## config.mk

```make
export PLATFORM = sky130hd
export DESIGN_NAME = sprite_motion_ctrl
export DESIGN_NICKNAME = d
export VERILOG_FILES = /design/src/rtl/sprite_motion_ctrl.sv
export SDC_FILE = /design/constraint.sdc
export NUM_CORES = 1
export LEC_CHECK = 0
export CAP_MARGIN = 25
export CORE_MARGIN = 3
export CORE_UTILIZATION = 40
export DETAILED_ROUTE_END_ITERATION = 12
export PLACE_DENSITY = 0.6
export SYNTH_ARGS = -nofsm -noshare
export SYNTH_HDL_FRONTEND = slang
export SYNTH_SLANG_ARGS = --single-unit
```

## constraint.sdc

```tcl
create_clock -name clk -period 7.15 [get_ports clk]
set_clock_uncertainty 0.1 [all_clocks]
set_input_delay 0.715 -clock clk [delete_from_list [all_inputs] [get_ports clk]]
set_output_delay 0.715 -clock clk [all_outputs]
set_load 0.02 [all_outputs]
```

## src/rtl/sprite_motion_ctrl.sv

```systemverilog
// Per-frame sprite motion sequencer: integrates sub-pixel velocity once per frame,
// bounces off screen edges (or wraps when SPRITE_WRAP_EN is defined) and reverses on collision.
module sprite_motion_ctrl #(
    parameter int SCREEN_W  = 640,
    parameter int SCREEN_H  = 480,
    parameter int OBJ_W     = 128,
    parameter int OBJ_H     = 64,
    parameter int FRAC_BITS = 4,
    parameter int INIT_X    = 0,
    parameter int INIT_Y    = 0
) (
    input  logic        clk,
    input  logic        reset,
    input  logic        enable,
    input  logic        start_of_frame,
    input  logic        set_vel,
    input  logic [15:0] vel_x_in,
    input  logic [15:0] vel_y_in,
    input  logic        collision,
    output logic [31:0] topLeft_x,
    output logic [31:0] topLeft_y,
    output logic        busy,
    output logic [15:0] frame_cnt
);

    localparam logic signed [31:0] MAX_X   = 32'((SCREEN_W - OBJ_W) << FRAC_BITS);
    localparam logic signed [31:0] MAX_Y   = 32'((SCREEN_H - OBJ_H) << FRAC_BITS);
    localparam logic signed [31:0] INIT_FX = 32'(INIT_X << FRAC_BITS);
    localparam logic signed [31:0] INIT_FY = 32'(INIT_Y << FRAC_BITS);
`ifdef SPRITE_WRAP_EN
    localparam logic signed [31:0] STEP    = 32'(1 << FRAC_BITS);
`endif

    typedef enum logic [2:0] {S_IDLE, S_WAIT_SOF, S_MOVE, S_BOUND, S_COMMIT} state_t;

    typedef struct packed {
        logic signed [31:0] pos;
        logic signed [15:0] vel;
    } axis_t;

    // -(-32768) is not representable; saturate to +32767
    function automatic logic signed [15:0] sat_neg(input logic signed [15:0] v);
        return (v == 16'sh8000) ? 16'sh7FFF : -v;
    endfunction

    function automatic logic signed [15:0] abs_sat(input logic signed [15:0] v);
        return v[15] ? sat_neg(v) : v;
    endfunction

    function automatic logic signed [15:0] neg_abs(input logic signed [15:0] v);
        return v[15] ? v : -v;
    endfunction

    function automatic axis_t bound_axis(input logic signed [31:0] n,
                                         input logic signed [15:0] v,
                                         input logic signed [31:0] max);
        axis_t a;
        a.pos = n;
        a.vel = v;
`ifdef SPRITE_WRAP_EN
        if (n > max)
            a.pos = n - (max + STEP);
        else if (n < 0)
            a.pos = n + max + STEP;
`else
        if (n < 0) begin
            a.pos = '0;
            a.vel = abs_sat(v);
        end else if (n > max) begin
            a.pos = max;
            a.vel = neg_abs(v);
        end
`endif
        return a;
    endfunction

    state_t             r_state;
    logic signed [31:0] r_pos_x, r_pos_y;
    logic signed [31:0] r_nx, r_ny;
    logic signed [15:0] r_vel_x, r_vel_y;
    logic               r_col;
    logic               r_busy;
    logic [31:0]        r_top_x, r_top_y;
    logic [15:0]        r_frame_cnt;

    logic signed [15:0] w_mv_x, w_mv_y;
    logic signed [31:0] w_nx, w_ny;
    axis_t              w_bx, w_by;

    always_comb begin
        w_mv_x = r_col ? sat_neg(r_vel_x) : r_vel_x;
        w_mv_y = r_col ? sat_neg(r_vel_y) : r_vel_y;
        w_nx   = r_pos_x + {{16{w_mv_x[15]}}, w_mv_x};
        w_ny   = r_pos_y + {{16{w_mv_y[15]}}, w_mv_y};
        w_bx   = bound_axis(r_nx, r_vel_x, MAX_X);
        w_by   = bound_axis(r_ny, r_vel_y, MAX_Y);
    end

    always_ff @(posedge clk) begin
        if (reset) begin
            r_state     <= S_IDLE;
            r_pos_x     <= INIT_FX;
            r_pos_y     <= INIT_FY;
            r_nx        <= '0;
            r_ny        <= '0;
            r_vel_x     <= '0;
            r_vel_y     <= '0;
            r_col       <= 1'b0;
            r_busy      <= 1'b0;
            r_top_x     <= 32'(INIT_X);
            r_top_y     <= 32'(INIT_Y);
            r_frame_cnt <= '0;
        end else begin
            // MOVE consumes the latch; a collision in that same cycle is kept for next frame
            if (r_state == S_MOVE)
                r_col <= collision;
            else if (collision)
                r_col <= 1'b1;

            case (r_state)
                S_IDLE: begin
                    if (set_vel) begin
                        r_vel_x <= vel_x_in;
                        r_vel_y <= vel_y_in;
                    end
                    if (enable)
                        r_state <= S_WAIT_SOF;
                end
                S_WAIT_SOF: begin
                    if (set_vel) begin
                        r_vel_x <= vel_x_in;
                        r_vel_y <= vel_y_in;
                    end
                    if (!enable) begin
                        r_state <= S_IDLE;
                    end else if (start_of_frame) begin
                        r_state <= S_MOVE;
                        r_busy  <= 1'b1;
                    end
                end
                S_MOVE: begin
                    r_vel_x <= w_mv_x;
                    r_vel_y <= w_mv_y;
                    r_nx    <= w_nx;
                    r_ny    <= w_ny;
                    r_state <= S_BOUND;
                end
                S_BOUND: begin
                    r_pos_x <= w_bx.pos;
                    r_vel_x <= w_bx.vel;
                    r_pos_y <= w_by.pos;
                    r_vel_y <= w_by.vel;
                    r_state <= S_COMMIT;
                end
                S_COMMIT: begin
                    r_top_x     <= r_pos_x >>> FRAC_BITS;
                    r_top_y     <= r_pos_y >>> FRAC_BITS;
                    r_frame_cnt <= r_frame_cnt + 16'd1;
                    r_busy      <= 1'b0;
                    r_state     <= enable ? S_WAIT_SOF : S_IDLE;
                end
                default: r_state <= S_IDLE;
            endcase
        end
    end

    assign topLeft_x = r_top_x;
    assign topLeft_y = r_top_y;
    assign busy      = r_busy;
    assign frame_cnt = r_frame_cnt;

endmodule

```

### Word level (Yosys, flattened, before mapping)

Index checks and enable logic that the tools add are counted.

| operators by class | value |
|---|---|
| add/sub/neg operators | 5 |
| eq/ne operators | 17 |
| muxes and demuxes | 26 |
| magnitude comparators | 4 |
| reductions and logical operators | 11 |

Operator list:

| kind | count |
|---|---|
| 2-to-1 mux 48 bit | 4 |
| 2-to-1 mux 16 bit | 10 |
| one-hot mux 16 bit (3 select lines) | 2 |
| adder 32 bit | 2 |
| less-than comparator 32 x 1 -> 1 bit, second input constant | 2 |
| == test 16 bit, second input constant | 2 |
| greater-than comparator 32 x 14 -> 1 bit, second input constant | 1 |
| greater-than comparator 32 x 15 -> 1 bit, second input constant | 1 |
| negator 16 bit | 2 |
| inequality test 3 bit, second input constant | 7 |
| adder 16 x 1 -> 16 bit, second input constant | 1 |
| one-hot mux 3 bit (5 select lines) | 1 |
| AND reduction 5 bit | 2 |
| 2-to-1 mux 3 bit | 3 |
| AND reduction 3 bit | 3 |
| == test 3 x 2 -> 1 bit, second input constant | 2 |
| inequality test 2 bit, second input constant | 3 |
| 2-to-1 mux 1 bit | 5 |
| nonzero test 2 bit | 2 |
| == test 3 x 1 -> 1 bit, second input constant | 1 |
| == test 3 bit, second input constant | 1 |
| logical NOT 3 bit | 1 |
| nonzero test 3 bit | 1 |
| inequality test 2 x 1 -> 1 bit, second input constant | 1 |
| other kinds (3) | 3 |

| word-level totals | value |
|---|---|
| word-level logic and storage cells | 77 |
| flip-flop bits (word level) | 237 |

### Longest topological paths before layout

| depth | value |
|---|---|
| depth after elaboration | 5 |
| depth in mapped cells | 19 |

### Worst setup path after synthesis

Ideal clock, no wire load.

| path | value |
|---|---|
| path type | register -> register |
| start point | reg r_vel_y[2] |
| end point | reg r_ny[29] |
| path slack | 2.167 ns |
| arrival | 4.767 ns |
| library setup time | 0.116 ns |
| cell stages (with the launch flop) | 19 |
| path buffers | 2 |
| data required time | 6.934 ns |
| cells stage by stage | dfxtp_1 > clkbuf_1 > or4_1 > and4bb_2 > nand2_1 > nor3_1 > ha_1 > nand2_1 > o22ai_1 > ha_1 > clkbuf_1 > a211oi_1 > o211ai_1 > a221o_1 > and2_1 > a221oi_1 > a21o_1 > a21oi_1 > a31o_2 |

| between the ends | value |
|---|---|
| cells in the longest elaborated chain, start to end | 4 |
| elaborated cells between the ends (all ways) | 5 |

Ends and longest elaborated chain:

| element | RTL line | text |
|---|---|---|
| start, declared | 80 | `logic signed [15:0] r_vel_x, r_vel_y;` |
| start signal, assigned | 124 | `r_vel_y <= vel_y_in;` |
| start signal, assigned | 132 | `r_vel_y <= vel_y_in;` |
| start signal, assigned | 143 | `r_vel_y <= w_mv_y;` |
| negator 16 bit / == test 16 bit (equally long branches) | 43 | `return (v == 16'sh8000) ? 16'sh7FFF : -v;` |
| 2-to-1 mux 16 bit | 43 |  |
| 2-to-1 mux 16 bit * | 92 | `w_mv_y = r_col ? sat_neg(r_vel_y) : r_vel_y;` |
| adder 32 bit * | 94 | `w_ny = r_pos_y + {{16{w_mv_y[15]}}, w_mv_y};` |
| end signal, assigned | 145 | `r_ny <= w_ny;` |
| end, declared | 79 | `logic signed [31:0] r_nx, r_ny;` |

Mark *: on every way between the ends. The rest lies on a longest branch, timed or not.
A chain may end at the register's enable or synchronous reset.

### Final worst setup path

| path | value |
|---|---|
| start point | reg r_vel_y[0] |
| end point | reg r_ny[28] |

Same word-level chain as after synthesis.

==> flow_results.xml <==
<?xml version="1.0" encoding="UTF-8"?>
<metrics>
  <group name="timing">
    <metric name="grt_setup_unrepaired" unit="">no</metric>
    <metric name="fin_worst_hold_slack" unit="ns">0.3513</metric>
    <metric name="final.setup.tns" unit="ns">0</metric>
    <metric name="timing_max_transition_violations_final" unit="">0</metric>
    <metric name="min_period" unit="ns">5.508</metric>
    <metric name="slew_headroom" unit="%">29.68</metric>
    <metric name="min_period_over_period" unit="%">77.04</metric>
    <metric name="timing_hold_violations_final" unit="">0</metric>
    <metric name="setup_violations" unit="">0</metric>
    <metric name="worst-slew-pin-transition" unit="ns">1.046</metric>
    <metric name="max_clock_freq" unit="MHz">181.6</metric>
  </group>
  <group name="worst_setup_path">
    <metric name="r2r_start" unit="">r_vel_y[0]</metric>
    <metric name="critical_path.startpoint_type" unit="">flop</metric>
    <metric name="worst-setup-path-type" unit="">flop to flop</metric>
    <metric name="critPathCaptureType" unit="">flop</metric>
    <metric name="critical_path.max_fanout" unit="">10</metric>
    <metric name="arrival" unit="ns">5.81</metric>
    <metric name="worstPathRequired" unit="ns">7.45</metric>
    <metric name="startpoint_of_the_worst_setup_timing_path" unit="">r_vel_y[0]</metric>
  </group>
  <group name="final_layout">
    <metric name="multi_input_comb_area" unit="sq um">8259</metric>
    <metric name="n_fill_cell" unit="">3315</metric>
    <metric name="drive_above_1_share" unit="%">5.089</metric>
    <metric name="antennaDiodeCount" unit="">0</metric>
    <metric name="final_cell_area" unit="sq um">15710</metric>
    <metric name="syn_to_final_growth" unit="%">16.14</metric>
    <metric name="regArea" unit="sq um">4664</metric>
    <metric name="fin_util" unit="%">47.69</metric>
    <metric name="layout.nets" unit="">1942</metric>
  </group>
  <group name="global_route">
    <metric name="grtUsageTotal" unit="%">21.38</metric>
    <metric name="grt_antenna_before_repair" unit="">0</metric>
    <metric name="globalRouteOverflowTotal" unit="">0</metric>
    <metric name="groute.layer.met3.usage" unit="%">3.077</metric>
    <metric name="global_route.usage.met2" unit="%">34.97</metric>
    <metric name="grt_first_pass_wirelength" unit="um">64760</metric>
    <metric name="grt_max_degree" unit="">89</metric>
    <metric name="globalRoute.busiestLayer" unit="">met2</metric>
    <metric name="grt_pass1_vias" unit="">12490</metric>
    <metric name="grtUsageMet1" unit="%">30.08</metric>
  </group>
  <group name="clocking">
    <metric name="clock_sink_count" unit="">233</metric>
    <metric name="holdBufCountCts" unit="">0</metric>
    <metric name="clkSlewWorstSetupHoldPaths" unit="ns">0.06</metric>
    <metric name="cts_setup_buffers" unit="">0</metric>
    <metric name="clk-insertion-delay-late" unit="ns">0.53</metric>
    <metric name="cts-root-to-sink-buffers" unit="">3</metric>
    <metric name="clock_tree.root_cell" unit="">clkbuf_16</metric>
    <metric name="post_cts.resized_instances" unit="">0</metric>
    <metric name="cts_tree" unit="">done</metric>
    <metric name="htree_levels" unit="">1</metric>
    <metric name="cts_inserted_buffers" unit="">27</metric>
  </group>
  <group name="pwr">
    <metric name="reported_leakage_power" unit="nW">6.046</metric>
    <metric name="powerDensity" unit="nW/um^2">208.7</metric>
    <metric name="ir_worst_vdd" unit="uV">143.0</metric>
  </group>
  <group name="synthesis">
    <metric name="yosysTopAreaCell" unit="">dfxtp_1</metric>
    <metric name="synth_edf_count" unit="">0</metric>
    <metric name="post-synth-top-count-cell" unit="">nand2_1</metric>
    <metric name="synthTopCellsByArea" unit="">dfxtp_1 (34%), nand2_1 (8.6%), a21oi_1 (7.3%), ha_1 (6.8%), nor2_1 (4.4%)</metric>
    <metric name="synth_cells" unit="">1784</metric>
    <metric name="syn_area_per_cell" unit="sq um">7.584</metric>
    <metric name="postSynthRegisterBits" unit="">233</metric>
    <metric name="asyncSetResetFlopFracSynth" unit="%">0</metric>
    <metric name="synth_common_cells" unit="">nand2_1 (311), dfxtp_1 (233), a21oi_1 (198)</metric>
    <metric name="synth_flop_cell" unit="">dfxtp_1</metric>
    <metric name="post_synth_instance_area" unit="sq um">13530</metric>
    <metric name="synth_cell_types" unit="">84</metric>
    <metric name="synth.yosys.seq_area_share" unit="%">34.47</metric>
    <metric name="synth_warnings" unit="">0</metric>
    <metric name="synth.top_cell.area_share" unit="%">34.47</metric>
  </group>
  <group name="placement">
    <metric name="placed_wire_length_estimate_after_detailed_placement" unit="um">27090</metric>
    <metric name="placed_cell_area" unit="sq um">14850</metric>
    <metric name="io_buffer_count" unit="">108</metric>
    <metric name="gp_congestion" unit="">0.8927</metric>
  </group>
  <group name="floorplan">
    <metric name="dieWidth" unit="um">189.9</metric>
    <metric name="floorplan.initialDensity" unit="%">41.06</metric>
    <metric name="die_height" unit="um">189.9</metric>
    <metric name="num_rows" unit="">66</metric>
    <metric name="coreArea" unit="sq um">32950</metric>
    <metric name="floorplan.io_pins" unit="">119</metric>
    <metric name="die_area" unit="sq um">36070</metric>
  </group>
  <group name="drt">
    <metric name="drtPass1Iterations" unit="">5</metric>
    <metric name="vias_per_cell" unit="">5.664</metric>
    <metric name="vias" unit="">12970</metric>
    <metric name="detail_route.drc_violations" unit="">0</metric>
    <metric name="wl" unit="um">39370</metric>
    <metric name="avgRoutedWirePerCell" unit="um">17.20</metric>
    <metric name="drtAntennaViolNets" unit="">0</metric>
    <metric name="drt_first_iter_violations" unit="">932</metric>
  </group>
  <group name="worst_hold_path">
    <metric name="hp-start" unit="">topLeft_y[12]</metric>
    <metric name="timing.hold.worst.class" unit="">flop to flop</metric>
  </group>
  <group name="outcome">
    <metric name="outcome" unit="">complete, no violations</metric>
  </group>
  <group name="job">
    <metric name="drv.max_cap_violation_count" unit="">0</metric>
  </group>
</metrics>
[cells in the final DEF, fill, tap and decap left out, types with 19 or more instances in the layout]
cell               n
clkdlybuf4s50_1  107
o21ai_0           87
ha_1              73
o211ai_1          19
nand3_1           26
nand2_1          308
a31oi_1           34
nor4_1            19
nor3_1            38
a211oi_1          19
nor2_1           157
and3_1            53
a21oi_1          198
inv_1             34
xor2_1            32
a22oi_1           24
dfxtp_1          233
a21o_1            23
buf_4             22
or3_1             22
xnor2_1           33
clkbuf_16         27
[cell type report]
type                    count  area share (%)
inverters                  37          0.8838
flip-flops and latches    233           29.68
repair buffers            129           7.867
multi-input cells        1401           52.56
well taps                 442           3.519
clock inverters             7          0.5574
clock buffers              40           4.929
[per-layer routing]
| metal | wire (um) | share of wire [%] | vias up |
|---|---|---|---|
| met3 | 2028 | 5.2 | 31 |
| met4 | 511 | 1.3 | 0 |
| li1 | - | - | 6466 |
| met5 | 0 | 0 | - |
| met2 | 17690 | 45 | 303 |
| met1 | 19150 | 49 | 6165 |
[state kept, by name, indices dropped and copies added, names as in the netlist]
| signal | cells |
|---|---|
| busy | 1 |
| r_pos_y | 31 |
| r_vel_y | 16 |
| r_state | 3 |
| r_col | 1 |
| topLeft_y | 27 |
| topLeft_x | 27 |
| r_vel_x | 16 |
| r_pos_x | 31 |
| r_ny | 32 |
| frame_cnt | 16 |
| r_nx | 32 |
[kinds of logic after synthesis]
group / after synthesis / share of synthesized area, %
flops: 233 / 34.47
simple gates: 726 / 24.98
other cells: 1 / 0.02772
mux: 4 / 0.2959
compound gates: 521 / 24.05
fa+ha+maj: 75 / 7.046
buf+inv: 159 / 4.919
xor+xnor: 65 / 4.208
[worst max-delay path, cell delays in order, from the launching register on]
cell and delay [ns]:
dfxtp_1 0.35, inv_1 0.09, ha_1 0.27, nor3b_2 0.44
nand4_1 0.23, nor4_2 0.90, o21ai_0 0.17, a21oi_1 0.40
ha_1 0.35, and4_1 0.24, nor2b_1 0.16, or3_1 0.34
o21ai_0 0.42, a21oi_1 0.21, a31oi_1 0.38, mux2i_1 0.24
a31oi_1 0.10
[stage by stage]
stage | worst slack, ns | std cells | power, mW
after detailed placement | 1.769 | 2242 | 1.940
after floorplan | 2.167 | 1793 | 1.783
after global routing | 1.217 | 2289 | 3.437
after CTS | 1.738 | 2289 | 3.315
final | 1.642 | 2289 | 3.279
after global placement | 1.926 | 2242 | 1.939
[report_power, final]
group | internal (mW) | leakage, nW | total (mW) | switching [mW]
Sequential | 1.32 | 1.88 | 1.36 | 0.0351
Clock | 0.814 | 0.422 | 1.36 | 0.543
Combinational | 0.206 | 3.74 | 0.565 | 0.359
Total | 2.34 | 6.05 | 3.28 | 0.937
[worst paths after layout]
path         slack, ns             to  depth (start not counted)
max               1.64       r_ny[28]                         16
min               0.35  topLeft_y[12]                          2
max reg2reg       1.64       r_ny[28]                         16
min reg2reg       0.35  topLeft_y[12]                          2
(Power assumes the default switching activity.)
